===== config.mk =====
export PLATFORM = sky130hd
export DESIGN_NAME = car_sensor_driver
export DESIGN_NICKNAME = d
export VERILOG_FILES = /design/src/rtl/car_sensor_driver.sv
export SDC_FILE = /design/constraint.sdc
export NUM_CORES = 1
export LEC_CHECK = 0
export CORE_MARGIN = 5
export CORE_UTILIZATION = 45
export CTS_CLUSTER_DIAMETER = 80
export DETAILED_ROUTE_END_ITERATION = 6
export PLACE_DENSITY = 0.74
export SKIP_CTS_REPAIR_TIMING = 1
export SYNTH_ARGS = -nofsm -noshare
export SYNTH_HDL_FRONTEND = slang
export SYNTH_SLANG_ARGS = --single-unit
export TNS_END_PERCENT = 5

===== constraint.sdc =====
create_clock -name clk -period 2.2 [get_ports clk]
set_input_delay 0.55 -clock clk [delete_from_list [all_inputs] [get_ports clk]]
set_output_delay 0.55 -clock clk [all_outputs]
set_load 0.1 [all_outputs]

===== src/rtl/car_sensor_driver.sv =====
// car_sensor_driver
//   Drives the outer (a) and inner (b) sensor lines of a parking-lot gate
//   model. Each accepted command plays a fixed sensor pattern, ends with a
//   quiet gap, and updates the modelled car count when it completes.
//
// Ports
//   clk        rising-edge clock
//   reset      asynchronous, active-low reset
//   cmd        01 enter, 10 exit, 11 pedestrian, 00 none
//   cmd_valid  cmd is offered this cycle
//   cmd_ready  block can take a command this cycle (idle, no abort)
//   abort      cuts the running sensor pattern short and jumps to the gap
//   a, b       registered outer / inner sensor drive
//   busy       high whenever a sequence is running
//   done       one-cycle pulse on normal completion
//   reject     one-cycle pulse when an enter/exit is refused
//   occupancy  modelled car count, saturating at 0 and CAPACITY
//
// state | meaning
// ------+---------------------------------------------------------------
// IDLE  | waiting for a command; a=b=0
// P1    | first sensor pattern, PHASE_CYCLES long
// P2    | second sensor pattern, PHASE_CYCLES long
// P3    | third sensor pattern (enter/exit only), PHASE_CYCLES long
// GAP   | a=b=0 for GAP_CYCLES, then back to IDLE
module car_sensor_driver #(
  parameter int PHASE_CYCLES = 1,
  parameter int GAP_CYCLES   = 2,
  parameter int CAPACITY     = 5,
  localparam int OCC_W       = $clog2(CAPACITY + 1)
) (
  input  logic             clk,
  input  logic             reset,
  input  logic [1:0]       cmd,
  input  logic             cmd_valid,
  output logic             cmd_ready,
  input  logic             abort,
  output logic             a,
  output logic             b,
  output logic             busy,
  output logic             done,
  output logic             reject,
  output logic [OCC_W-1:0] occupancy
);

  typedef enum logic [2:0] {
    S_IDLE = 3'd0,
    S_P1   = 3'd1,
    S_P2   = 3'd2,
    S_P3   = 3'd3,
    S_GAP  = 3'd4
  } state_t;

  localparam logic [1:0] CMD_ENTER = 2'b01;
  localparam logic [1:0] CMD_EXIT  = 2'b10;
  localparam logic [1:0] CMD_PED   = 2'b11;

  // Counters are loaded with length-1 and expire at zero.
  localparam logic [7:0]       PH_LOAD  = 8'(PHASE_CYCLES - 1);
  localparam logic [7:0]       GAP_LOAD = 8'(GAP_CYCLES - 1);
  localparam logic [OCC_W-1:0] OCC_MAX  = OCC_W'(CAPACITY);

  state_t           state_q, state_d;
  logic [7:0]       cnt_q, cnt_d;
  logic [1:0]       kind_q, kind_d;
  logic             aborted_q, aborted_d;
  logic             a_d, b_d, done_d, reject_d;
  logic [OCC_W-1:0] occ_d;
  logic             full, empty;

  // Sensor pattern {a,b} shown while in a given state for a given command.
  function automatic logic [1:0] drive_pattern(input logic [1:0] kind, input state_t st);
    logic [1:0] p;
    p = 2'b00;
    case (st)
      S_P1:    p = (kind == CMD_EXIT) ? 2'b01 : 2'b10;
      S_P2:    p = (kind == CMD_PED)  ? 2'b01 : 2'b11;
      S_P3:    p = (kind == CMD_EXIT) ? 2'b10 : 2'b01;
      default: p = 2'b00;
    endcase
    return p;
  endfunction

  assign cmd_ready = (state_q == S_IDLE) && !abort;
  assign busy      = (state_q != S_IDLE);
  assign full      = (occupancy == OCC_MAX);
  assign empty     = (occupancy == '0);

  always_ff @(posedge clk or negedge reset) begin
    if (!reset) begin
      state_q   <= S_IDLE;
      cnt_q     <= 8'd0;
      kind_q    <= 2'b00;
      aborted_q <= 1'b0;
      a         <= 1'b0;
      b         <= 1'b0;
      done      <= 1'b0;
      reject    <= 1'b0;
      occupancy <= '0;
    end else begin
      state_q   <= state_d;
      cnt_q     <= cnt_d;
      kind_q    <= kind_d;
      aborted_q <= aborted_d;
      a         <= a_d;
      b         <= b_d;
      done      <= done_d;
      reject    <= reject_d;
      occupancy <= occ_d;
    end
  end

  always_comb begin
    state_d   = state_q;
    cnt_d     = cnt_q;
    kind_d    = kind_q;
    aborted_d = aborted_q;
    occ_d     = occupancy;
    done_d    = 1'b0;
    reject_d  = 1'b0;

    case (state_q)
      S_IDLE: begin
        if (cmd_valid && cmd_ready && (cmd != 2'b00)) begin
          // Refused commands never leave IDLE, so the count cannot wrap.
          if ((cmd == CMD_ENTER && full) || (cmd == CMD_EXIT && empty)) begin
            reject_d = 1'b1;
          end else begin
            state_d   = S_P1;
            kind_d    = cmd;
            aborted_d = 1'b0;
            cnt_d     = PH_LOAD;
          end
        end
      end
      S_P1, S_P2, S_P3: begin
        if (abort) begin
          state_d   = S_GAP;
          cnt_d     = GAP_LOAD;
          aborted_d = 1'b1;
        end else if (cnt_q == 8'd0) begin
          cnt_d = PH_LOAD;
          case (state_q)
            S_P1: state_d = S_P2;
            S_P2: begin
              if (kind_q == CMD_PED) begin
                state_d = S_GAP;
                cnt_d   = GAP_LOAD;
              end else begin
                state_d = S_P3;
              end
            end
            default: begin
              state_d = S_GAP;
              cnt_d   = GAP_LOAD;
            end
          endcase
        end else begin
          cnt_d = cnt_q - 8'd1;
        end
      end
      S_GAP: begin
        // abort is deliberately ignored here: the gap always runs in full.
        if (cnt_q == 8'd0) begin
          state_d = S_IDLE;
          if (!aborted_q) begin
            done_d = 1'b1;
            if (kind_q == CMD_ENTER)     occ_d = occupancy + OCC_W'(1);
            else if (kind_q == CMD_EXIT) occ_d = occupancy - OCC_W'(1);
          end
        end else begin
          cnt_d = cnt_q - 8'd1;
        end
      end
      default: state_d = S_IDLE;
    endcase

    {a_d, b_d} = drive_pattern(kind_d, state_d);
  end

endmodule


==> reports/results.tsv <==
stage	metric	value	unit
yosys	Post-synth EDFFs	0	
placed_design	dpl hpwl	2434	microns
cells_and_area	Fill cells	238	
cells_and_area	layout cells sized above 1	33.89	%
sta	Worst-Margin Slew	0.3847	ns
cells_and_area	Multi-input gate area	767.0	sq um
critical_path	critical path launch point type	flip-flop	
clock_tree	Clock Sinks	21	
power_and_ir_drop	maximum vdd drop	1418	uV
sta	hold_ws	0.5178	ns
die	Die X	64.01	microns
clock_tree	Clk Latency, worst-skew pair	0.31	ns
detailed_routing	drt pass-1 iters	4	
job	max cap viols	0	
detailed_routing	WL met1	1391	microns
power_and_ir_drop	pwr/cell area	1572	nW/um^2
clock_tree	clk slew on worst S/H paths	0.12	ns
yosys	sequential element share of the synthesized area	40.04	%
detailed_routing	met2 WL post-DR	1712	microns
cells_and_area	cell area after layout	1785	sq um
clock_tree	htree depth	1	
die	initial core utilization	47.19	%
yosys	Mapped Area	1313	sq um
cells_and_area	Synth-to-Final Area Change	36.03	%
die	DIE AREA	4097	sq um
sta	fin crit share	99.57	%
cells_and_area	Antenna Diode Count	0	
sta	Final setup viols	0	
critical_path	Critical Path RT	1.65	ns
clock_tree	Root Buffer	clkbuf_4	
grt	vias in the first global route	1183	
yosys	Area contributors post-synth	dfrtp_1 40%, nor2_1 4.0%, nand2_1 3.7%	
sta	Max Clock Freq	0.4565	GHz
sta	final hold vios	0	
die	die height	64.01	microns
detailed_routing	vias per cell	5.739	
detailed_routing	via count	1211	
detailed_routing	Routed Antenna Nets	0	
sta	Worst Skew	0.002013	ns
yosys	Mean Syn Cell Area	9.651	sq um
hold_path	HP Class	reg2reg	
yosys	post-synthesis cell type count	47	
detailed_routing	drt initial violations	36	
yosys	Synth top area share	40.04	%
grt	wire length of the first global-routing pass	5520	microns
critical_path	CP Max Fanout	2	
critical_path	Setup crit end kind	primary output	
critical_path	CP Class	reg2out	
placed_design	IO Port Bufs	14	
grt	total track usage	16.84	%
clock_tree	TritonCTS buffer count	3	
critical_path	CP arrival	1.64	ns
die	Cell Rows	19	
detailed_routing	DR WL/cell	15.68	microns
die	I/O pins	15	
grt	initial antenna violation count	0	
yosys	Main synth FF type	dfrtp_1	
detailed_routing	met3 WL post-DR	145	microns
clock_tree	CTS tree	built	
sta	max_slew headroom	73.69	%
detailed_routing	final WL	3309	microns
clock_tree	Bufs on Longest Clock Path	2	
power_and_ir_drop	Leakage	0.8346	nW
yosys	Async S/R FF share, synth	100.0	%
yosys	area leader, netlist	dfrtp_1	
sta	RSZ-0062 raised after global routing	yes	
placed_design	placer congestion estimate	0.9154	
yosys	YS warnings	0	
detailed_routing	Max Used Layer	met4	
detailed_routing	DR DRC count	0	
run_status	status	completed	
sta	Period minus WS final	2.191	ns
yosys	Cells after Synth	136	
grt	total gr overflow	0	
cells_and_area	nets	191	
yosys	Syn Nets	146	
yosys	#FFs+latches synth	21	
placed_design	Placed Area	1692	sq um
grt	largest net degree at the start of global routing	22	
sta	count of pins over their slew limit	0	
die	core area	2781	sq um
cells_and_area	FF/Latch Area	526.8	sq um
## synthesized netlist by cell type (2+ instances only)
| cell | number |
|---|---|
| ha_1 | 3 |
| xor2_1 | 2 |
| xnor2_1 | 2 |
| a21boi_0 | 2 |
| dfrtp_1 | 21 |
| o31ai_1 | 3 |
| nor3_1 | 6 |
| o21ai_0 | 9 |
| buf_2 | 3 |
| or3_1 | 3 |
| nor3b_1 | 3 |
| nand2_1 | 13 |
| nor2_1 | 14 |
| a21oi_1 | 9 |
| inv_1 | 7 |
| or4_1 | 2 |
| nor4_4 | 2 |
| or3b_1 | 2 |
| nand3_1 | 2 |
## registers in the layout (all words and copies together), names as in the netlist
signal,count
reject,1
done,1
state_q,3
cnt_q,8
occupancy,3
b,1
aborted_q,1
a,1
kind_q,2
## path summary, 6_finish.rpt
| kind | startpoint | endpoint | cells past startpoint | slack [ns] |
|---|---|---|---|---|
| min in group asynchronous | reset | b$_DFF_PN0_ | 2 | 0.58 |
| worst max register to register | cnt_q[0]$_DFFE_PN0P_ | a$_DFF_PN0_ | 8 | 0.03 |
| worst max-delay path | state_q[1]$_DFF_PN0_ | cmd_ready | 4 | 0.009 |
| worst min-delay path | cnt_q[5]$_DFFE_PN0P_ | cnt_q[5]$_DFFE_PN0P_ | 1 | 0.52 |
| max in group asynchronous | reset | occupancy[2]$_DFFE_PN0P_ | 2 | 1.39 |
| worst min register to register | cnt_q[5]$_DFFE_PN0P_ | cnt_q[5]$_DFFE_PN0P_ | 1 | 0.52 |
## final cells by class
class / count / area share (%)
Multi-Input combinational cell: 103 / 42.96
Tap cell: 31 / 2.172
Sequential cell: 21 / 29.50
Clock buffer: 4 / 1.472
Timing Repair Buffer: 45 / 22.28
Inverter: 7 / 1.612
## worst max-delay path: stages (launching register included)
cell and delay, ns:
dfrtp_1 0.40, or4_4 0.57, buf_6 0.15, inv_4 0.05, buf_12 0.16
## through the flow
step | setup TNS [ns] | worst slack [ns] | total power, mW | util [%] | std cells
floorplan | -0.04873 | -0.02649 | 1.818 | - | 136
global placement | -2.632 | -0.2974 | 2.406 | 60.82 | 205
detailed placement | -3.485 | -0.3885 | 2.458 | 60.82 | 205
CTS | -0.3433 | -0.2163 | 2.660 | 61.76 | 209
global route | -0.2650 | -0.09314 | 2.982 | 64.19 | 211
finish | 0 | 0.009408 | 2.806 | 64.19 | 211
## placed cells by master (no fill, tap or decap), types with 2 or more instances in the layout
cell / n
ha_1: 2
xor2_1: 2
inv_1: 4
a21oi_1: 9
nand3_1: 2
xnor2_1: 2
a21boi_0: 2
clkbuf_4: 3
dfrtp_1: 20
o31ai_1: 3
or3_1: 3
clkdlybuf4s50_1: 4
nor3_1: 6
buf_6: 2
o21ai_1: 4
nor3b_1: 2
or4_1: 2
nand2_1: 13
inv_2: 2
buf_12: 3
o21ai_0: 6
nor2_1: 14
buf_4: 35
nor4_4: 2
## report_power, final
group	switching, mW	internal (mW)	leakage (nW)	total (mW)
registers	0.127	0.512	0.275	0.639
logic	1.15	0.822	0.544	1.97
clock network	0.122	0.0710	0.0150	0.193
total	1.40	1.40	0.835	2.81
## kinds of logic after synthesis
logic type,after synthesis,synth area share [%]
xor+xnor,4,2.670
compound gates,35,19.35
buf+inv,12,4.576
mux,3,2.478
flops,21,40.04
fa+ha+maj,4,4.385
simple gates,57,26.50
## routing by layer
metal | GRT usage, % | vias to the layer above
met5 | 0 | -
met2 | 28.52 | 30
met3 | 2.802 | 5
met4 | 7.792 | 0
li1 | - | 580
met1 | 20.75 | 596
No activity file was read; power rests on OpenSTA's default activity.
